## config.mk

```make
export PLATFORM = sky130hd
export DESIGN_NAME = sixty_four_bit_seq_adder
export DESIGN_NICKNAME = d
export VERILOG_FILES = /design/src/rtl/sixty_four_bit_seq_adder_pkg.sv /design/src/rtl/sixty_four_bit_seq_adder_slice_adder.sv /design/src/rtl/sixty_four_bit_seq_adder.sv
export SDC_FILE = /design/constraint.sdc
export NUM_CORES = 1
export LEC_CHECK = 0
export ABC_AREA = 1
export CELL_PAD_IN_SITES_DETAIL_PLACEMENT = 0
export CELL_PAD_IN_SITES_GLOBAL_PLACEMENT = 1
export CORE_AREA = 2 2 200 153
export DETAILED_ROUTE_END_ITERATION = 10
export DIE_AREA = 0 0 202 155
export MAX_ROUTING_LAYER = met4
export PLACE_DENSITY_LB_ADDON = 0.1
export SKIP_LAST_GASP = 1
export SLEW_MARGIN = 20
export SYNTH_ARGS = -nofsm -noshare
export SYNTH_HDL_FRONTEND = slang
export SYNTH_SLANG_ARGS = --single-unit
```

## constraint.sdc

```tcl
create_clock -name clk -period 5.3 [get_ports clk]
set_clock_uncertainty 0.15 [all_clocks]
set_input_delay 1.06 -clock clk [delete_from_list [all_inputs] [get_ports clk]]
set_output_delay 1.06 -clock clk [all_outputs]
set_load 0.01 [all_outputs]
```

## src/rtl/sixty_four_bit_seq_adder_pkg.sv

```systemverilog
`default_nettype none
// ============================================================================
// Module   : sixty_four_bit_seq_adder_pkg
// Brief    : Shared widths, NZCV flag indices, FSM states and flag helper
//            for the sequential 64-bit adder.
// Revision : 1.0 - initial release
// ============================================================================
package sixty_four_bit_seq_adder_pkg;

    localparam int DATA_WIDTH = 64;

    localparam int FLAG_N = 3;
    localparam int FLAG_Z = 2;
    localparam int FLAG_C = 1;
    localparam int FLAG_V = 0;

    typedef enum logic [0:0] {
        ST_IDLE = 1'b0,
        ST_ADD  = 1'b1
    } state_t;

    // Overflow only when both operands share a sign that the result lacks.
    function automatic logic [3:0] calc_flags(
        input logic [DATA_WIDTH-1:0] res,
        input logic                  cout,
        input logic                  a_msb,
        input logic                  b_msb
    );
        logic [3:0] f;
        f         = 4'b0000;
        f[FLAG_N] = res[DATA_WIDTH-1];
        f[FLAG_Z] = (res == '0);
        f[FLAG_C] = cout;
        f[FLAG_V] = (a_msb == b_msb) && (res[DATA_WIDTH-1] != a_msb);
        return f;
    endfunction

endpackage
`default_nettype wire

```

## src/rtl/sixty_four_bit_seq_adder_slice_adder.sv

```systemverilog
`default_nettype none
// ============================================================================
// Module   : slice_adder
// Brief    : WIDTH-bit combinational adder with carry in and carry out.
// Revision : 1.0 - initial release
// ============================================================================
module slice_adder #(
    parameter int WIDTH = 16
) (
    input  logic [WIDTH-1:0] i_a,
    input  logic [WIDTH-1:0] i_b,
    input  logic             i_cin,
    output logic [WIDTH-1:0] o_sum,
    output logic             o_cout
);

    logic [WIDTH:0] w_total;

    assign w_total = {1'b0, i_a} + {1'b0, i_b} + {{WIDTH{1'b0}}, i_cin};
    assign o_sum   = w_total[WIDTH-1:0];
    assign o_cout  = w_total[WIDTH];

endmodule
`default_nettype wire

```

## src/rtl/sixty_four_bit_seq_adder.sv

```systemverilog
`default_nettype none
// ============================================================================
// Module   : sixty_four_bit_seq_adder
// Brief    : Multi-cycle 64-bit adder, one SLICE_WIDTH slice per clock, with
//            NZCV flags and a start/busy/done handshake.
// Revision : 1.0 - initial release
// ============================================================================
module sixty_four_bit_seq_adder
    import sixty_four_bit_seq_adder_pkg::*;
#(
    parameter int SLICE_WIDTH = 16
) (
    input  logic                  clk,
    input  logic                  reset,
    input  logic                  start,
    input  logic [DATA_WIDTH-1:0] a_in,
    input  logic [DATA_WIDTH-1:0] b_in,
    input  logic                  carry_in,
    output logic                  busy,
    output logic                  done,
    output logic [DATA_WIDTH-1:0] sum,
    output logic                  carry_out,
    output logic [3:0]            flags
);

    localparam int NUM_SLICES = DATA_WIDTH / SLICE_WIDTH;
    localparam int CNT_W      = (NUM_SLICES > 1) ? $clog2(NUM_SLICES) : 1;

    state_t                  r_state;
    state_t                  w_state_next;
    logic [CNT_W-1:0]        r_cnt;
    logic [DATA_WIDTH-1:0]   r_a;
    logic [DATA_WIDTH-1:0]   r_b;
    logic [DATA_WIDTH-1:0]   r_res;
    logic                    r_carry;

    logic                    w_accept;
    logic                    w_last;
    int unsigned             w_base;
    logic [SLICE_WIDTH-1:0]  w_a_slice;
    logic [SLICE_WIDTH-1:0]  w_b_slice;
    logic [SLICE_WIDTH-1:0]  w_slice_sum;
    logic                    w_slice_cout;
    logic [DATA_WIDTH-1:0]   w_res_next;

    // ---------------------------------------------------------------- FSM
    always_ff @(posedge clk) begin
        if (reset) begin
            r_state <= ST_IDLE;
        end else begin
            r_state <= w_state_next;
        end
    end

    always_comb begin
        w_state_next = r_state;
        w_accept     = 1'b0;
        w_last       = 1'b0;
        busy         = 1'b0;
        case (r_state)
            ST_IDLE: begin
                if (start) begin
                    w_accept     = 1'b1;
                    w_state_next = ST_ADD;
                end
            end
            ST_ADD: begin
                busy = 1'b1;
                if (r_cnt == CNT_W'(NUM_SLICES - 1)) begin
                    w_last       = 1'b1;
                    w_state_next = ST_IDLE;
                end
            end
            default: w_state_next = ST_IDLE;
        endcase
    end

    // ---------------------------------------------------------- datapath
    // One adder is shared across all slices; the counter selects the lane.
    always_comb begin
        w_base    = int'(r_cnt) * SLICE_WIDTH;
        w_a_slice = r_a[w_base +: SLICE_WIDTH];
        w_b_slice = r_b[w_base +: SLICE_WIDTH];
    end

    slice_adder #(
        .WIDTH (SLICE_WIDTH)
    ) u_slice_adder (
        .i_a    (w_a_slice),
        .i_b    (w_b_slice),
        .i_cin  (r_carry),
        .o_sum  (w_slice_sum),
        .o_cout (w_slice_cout)
    );

    always_comb begin
        w_res_next                         = r_res;
        w_res_next[w_base +: SLICE_WIDTH]  = w_slice_sum;
    end

    // Visible outputs are loaded only on completion, never with partial sums.
    always_ff @(posedge clk) begin
        if (reset) begin
            r_cnt     <= '0;
            r_a       <= '0;
            r_b       <= '0;
            r_res     <= '0;
            r_carry   <= 1'b0;
            done      <= 1'b0;
            sum       <= '0;
            carry_out <= 1'b0;
            flags     <= 4'b0000;
        end else begin
            done <= w_last;
            if (w_accept) begin
                r_a     <= a_in;
                r_b     <= b_in;
                r_carry <= carry_in;
                r_res   <= '0;
                r_cnt   <= '0;
            end else if (r_state == ST_ADD) begin
                r_res   <= w_res_next;
                r_carry <= w_slice_cout;
                if (w_last) begin
                    r_cnt     <= '0;
                    sum       <= w_res_next;
                    carry_out <= w_slice_cout;
                    flags     <= calc_flags(w_res_next, w_slice_cout,
                                            r_a[DATA_WIDTH-1], r_b[DATA_WIDTH-1]);
                end else begin
                    r_cnt <= r_cnt + CNT_W'(1);
                end
            end
        end
    end

endmodule
`default_nettype wire

```

; ---- Word-level counts from Yosys, hierarchy flattened
; Cells that the tools add are included.
[word_totals]
wordCells = 39
register_bits = 266
[classes]
reduce_logical = 5
n_eq_ne = 3
n_bitwise = 2
muxes = 11
n_shift = 4
add_sub_neg = 4
[ops]
columns = op, n
row1 = indexed part select 64 x 7 -> 16 bit, 2
row2 = bitwise mux 64 bit, 1
row3 = zero test 64 bit, 1
row4 = "variable shift 16 x 34 -> 64 bit, first input constant", 1
row5 = indexed part select 16 x 34 -> 64 bit, 1
row6 = negator 6 -> 34 bit, 1
row7 = adder 16 x 16 -> 17 bit, 1
row8 = adder 17 x 1 -> 17 bit, 1
row9 = two-way mux 1 bit, 8
row10 = AND reduction 3 bit, 1
row11 = "adder 2 x 1 -> 2 bit, second input constant", 1
row12 = "equality test 2 bit, second input constant", 1
row13 = two-way mux 2 bit, 1
row14 = NOT 1 bit, 2
row15 = one-hot mux 1 bit (2 select lines), 1
row16 = nonzero test 2 bit, 1
row17 = OR reduction 2 bit, 1
row18 = equality test 1 bit, 1
row19 = logical AND 1 bit, 1
row20 = inequality test 1 bit, 1

; ---- Logic depth before layout (Yosys ltp)
[logic_depth]
ltp_word = 7
mapped_depth = 24
mapped_depth_nobuf = 22

; ---- By module
; From an unflattened synthesis, not the netlist that was laid out.
[hier_totals]
hier_cells = 1902
area_unflattened_um2 = 12520.8
[by_module_without_submodules]
columns = mod, instances, area_per_inst_um2, cells_per_inst, seq_area_each_um2
row1 = sixty_four_bit_seq_adder, 1, 11534.8, 1718, 5285.1
row2 = slice_adder, 1, 985.9, 184, 0.0

; ---- Least setup slack after synthesis
; Ideal clock, no wire load.
[synth_timing]
kind = reg2reg
from = register r_cnt[0]
to = register flags[2]
setup_ns = 0.059
synth_period_minus_slack_ns = 3.311
arrival_ns = 3.102
setup_slack_ns = 1.989
path_stages_with_launch = 21
required_time_ns = 5.091
path_cell_list = dfxtp_1 buf_2 buf_2 clkbuf_1 o21ai_0 o22ai_1 fa_1 fa_1 inv_1 nor2_1 a22oi_1 nand3_1 nor2_1 nand3_1 nor2_1 nand3_1 nor2_1 nand3_1 nor2_1 nand2_1 nand2_1
[synth_via]
elab_chain_cells = 6
word_cells_on_any_way = 13
classes_between = add/sub (3) / eq/ne (1) / shift (4) / mux (3) / reduce/logical (2)
[synth_rtl]
columns = element, line_no
row1 = "start, declared", sixty_four_bit_seq_adder.sv:31  ; logic [CNT_W-1:0] r_cnt;
row2 = "start signal, assigned", sixty_four_bit_seq_adder.sv:131  ; r_cnt <= r_cnt + CNT_W'(1);
row3 = indexed part select 64 x 7 -> 16 bit (on tied branches), "sixty_four_bit_seq_adder.sv:82, sixty_four_bit_seq_adder.sv:83"
row4 = adder 16 x 16 -> 17 bit, sixty_four_bit_seq_adder_slice_adder.sv:19  ; assign w_total = {1'b0, i_a} + {1'b0, i_b} + {{WIDTH{1'b0}}, i_cin};
row5 = adder 17 x 1 -> 17 bit, sixty_four_bit_seq_adder_slice_adder.sv:19
row6 = indexed part select 16 x 34 -> 64 bit, sixty_four_bit_seq_adder.sv:98  ; w_res_next[w_base +: SLICE_WIDTH] = w_slice_sum;
row7 = bitwise mux 64 bit, sixty_four_bit_seq_adder.sv:98
row8 = zero test 64 bit, sixty_four_bit_seq_adder_pkg.sv:32  ; f[FLAG_Z] = (res == '0);
row9 = "end signal, assigned", sixty_four_bit_seq_adder.sv:128  ; flags <= calc_flags(w_res_next, w_slice_cout,
row10 = "end, declared", sixty_four_bit_seq_adder.sv:23  ; output logic [3:0] flags
; Parallel ways exist; a longest one is shown, timed or not.
; A chain may end at the register's enable or synchronous reset.

; ---- Final worst setup path
; Same ends and word-level chain as after synthesis.

==> key figures <==
CTS
  – Root buf cell: clkbuf_16
  – Total CTS buffers: 27
  – CTS Buffer Depth: 3
  – Clock Sinks: 257
  – CTS Hold Bufs: 0
  – CTS-repair resized insts: 0
  – H-tree levels: 1
  – Setup bufs post-CTS: 0
  – Worst-skew pair later-pin latency: 0.56 ns
  – Clock Pin Slew Worst Setup and Hold Paths: 0.07 ns
  – CTS tree: yes

Routing
  – TritonRoute pass-1 iters: 5
  – DR WL/cell: 18.2 µm
  – Drt initial violations: 939
  – DR vias: 11.8k
  – Vias per cell: 5.15
  – Final WL: 41600 µm
  – DRC: 0
  – Post-route ant nets: 0

Critical path
  – WP data arrival: 4.38 ns
  – Crit. End Element: flop
  – Cells on worst reg2reg path: 20
  – CP max FO: 45
  – Crit path kind: reg2reg
  – Worst reg2reg setup slack: 1.26 ns
  – Worst EP required: 5.65 ns
  – FF-to-FF Start: r_cnt[0]
  – Reg-to-Reg End: flags[2]
  – Startpoint types: flop

Finish
  – Most frequent cells in the layout: 408 x nor2_1, 266 x nand2_1, 264 x o21ai_0, 255 x dfxtp_1, 202 x clkdlybuf4s50_1
  – Area Overhead vs Synth: 27.3%
  – Final Cell Area: 15100 µm²
  – Most common cell after layout, fill and taps aside: nor2_1
  – Share of cells above drive strength 1: 0.0557
  – Layout Cells excl Fill: 2286
  – Final #Nets: 2020

Placed design
  – Final Wtd Congestion: 0.965
  – Post-Place Cells: 2236
  – Place WS: 1.40 ns
  – IO buf count: 202
  – Post-DP HPWL: 29700 µm
  – Area of placed instances: 14100 µm²

GRT
  – First-pass GRT wire length: 63900 µm
  – Largest net degree at the start of global routing: 129
  – Total grt overflow: 0
  – Initial antenna violation count: 0
  – Met1 Usage GRT: 0.413
  – Grt met3 use: 0.0496
  – Met2 Usage GRT: 0.367
  – Gr usage total: 0.270
  – GRT busiest layer: met1
  – Vias in the first global route: 10.8k

Power
  – Pleak: 6.55 nW
  – Peak VDD IR: 0.000253 V
  – PD cells: 344 nW/µm²

Timing
  – PnR worst setup slack: 1.26 ns
  – Slew of the pin with the lowest slew margin: 1.01 ns
  – # setup viols final: 0
  – Max Transition Viols Final: 0
  – Setup_tns: 0 ns
  – Max Clk Rate: 248 MHz
  – Relative slew slack: 0.326
  – RSZ-0062 raised after global routing: false
  – Worst hold slack: 0.307 ns
  – Endpoints failing hold: 0
  – Fin crit share: 0.761
  – Fin crit period: 4.04 ns

Outcome
  – Status: completed

Logic synthesis
  – Post-synth top area share: 0.434
  – Post-synth cell types: 34
  – Cell taking the most area after synthesis: dfxtp_1
  – Synth area leaders: dfxtp_1 43%, nor2_1 13%, o21ai_0 11%
  – Sequential share of the synthesized area: 0.434
  – Synthesized area: 11900 µm²
  – Post-synthesis cell count: 1730
  – Syn_nets: 1884
  – Syn_area_per_cell: 6.85 µm²
  – Yosys warns: 0
  – Synth Register Bits: 257

Worst hold path
  – Worst hold start: sum[29]
  – Worst Hold Class: reg2reg
  – Min-Delay Path Depth: 2
  – Hold endpoint: sum[29]

Die
  – IO Count: 203
  – Initial core utilization: 0.402
  – Die W: 202 µm
  – Die H: 155 µm
  – FP Rows: 55
  – Core ar.: 29500 µm²
  – Die area: 31300 µm²

Flow run
  – Max Cap Viol: 0
## synth_stat cells (all sizes together)
library cell and n:
o211ai 23, a211oi 1, clkinv 1, o22ai 34, clkbuf 90, nand2 287
or2 2, and2 2, a22oi 3, nor3 7, a22o 21, o21ai 270
a2bb2oi 1, nand3 59, a21oi 37, o21a 4, buf 20, a31oi 4
dfxtp 257, nand4 24, ha 20, inv 148, fa 2, nor2 412
nand3b 1
## power by group
group	leakage, nW	internal [W]	switching (W)
logic	3.95	0.000331	0.000641
clock network	0.490	0.00130	0.000820
registers	2.11	0.00203	0.0000652
## sequential cells by signal, indices dropped and copies added (netlist names)
register  cells
done          1
flags         3
r_a          64
r_b          64
r_carry       1
r_cnt         2
r_res        57
r_state       1
sum          64
## worst max-delay path: stages, from the launching register on
cell and delay (ns):
dfxtp_2 0.32, inv_2 0.57, buf_4 0.40, o21ai_0 0.21, o22ai_1 0.18, ha_1 0.35, nand2_1 0.10, nand2_1 0.08
a21oi_1 0.18, nand3_1 0.09, nand2_1 0.06, nand2_1 0.23, nand2_1 0.13, nand2_1 0.13, nor2_1 0.14, nand2_1 0.06
nor2_1 0.15, nand2_1 0.15, nor3_2 0.14, nand2_1 0.06, nand2_1 0.05
## through the flow
stage	total power, W	utilization
after global placement	0.00309	0.477
after floorplan	0.00271	-
after global routing	0.00543	0.511
after CTS	0.00521	0.511
final	0.00519	0.511
after detailed placement	0.00309	0.477
## logic make-up after synthesis
logic type / after synthesis / share of synthesized area
compound gates: 398 / 0.186
simple gates: 794 / 0.272
buf+inv: 259 / 0.0835
fa+ha+maj: 22 / 0.0245
flops: 257 / 0.434
## metal layers
metal,up-vias,share of wire
li1,5887,-
met1,5466,0.52
met2,386,0.38
met3,42,0.076
met4,0,0.017
met5,-,0
## cell type report
class	count	area, µm²
diodes	1	2.50
clock buffers	40	815
clock inverters	9	178
fillers	2907	14400
inverters	149	563
multi-input cells	1214	5730
flip-flops and latches	257	5150
well taps	399	499
repair buffers	217	2150
## worst max path at each step
| stage | startpoint | end | slack [ns] | cells past startpoint |
|---|---|---|---|---|
| 6_report | r_cnt[0] | flags[2] | 1.26 | 20 |
| 5_1_grt | r_cnt[0] | flags[2] | 0.86 | 20 |
| 4_1_cts | r_cnt[0] | flags[2] | 1.36 | 20 |
| 3_5_place_dp | r_cnt[0] | flags[2] | 1.40 | 20 |
| 3_3_place_gp | r_cnt[0] | flags[2] | 1.42 | 20 |
| 2_1_floorplan | r_cnt[0] | flags[2] | 1.99 | 20 |
(Power assumes the default switching activity.)
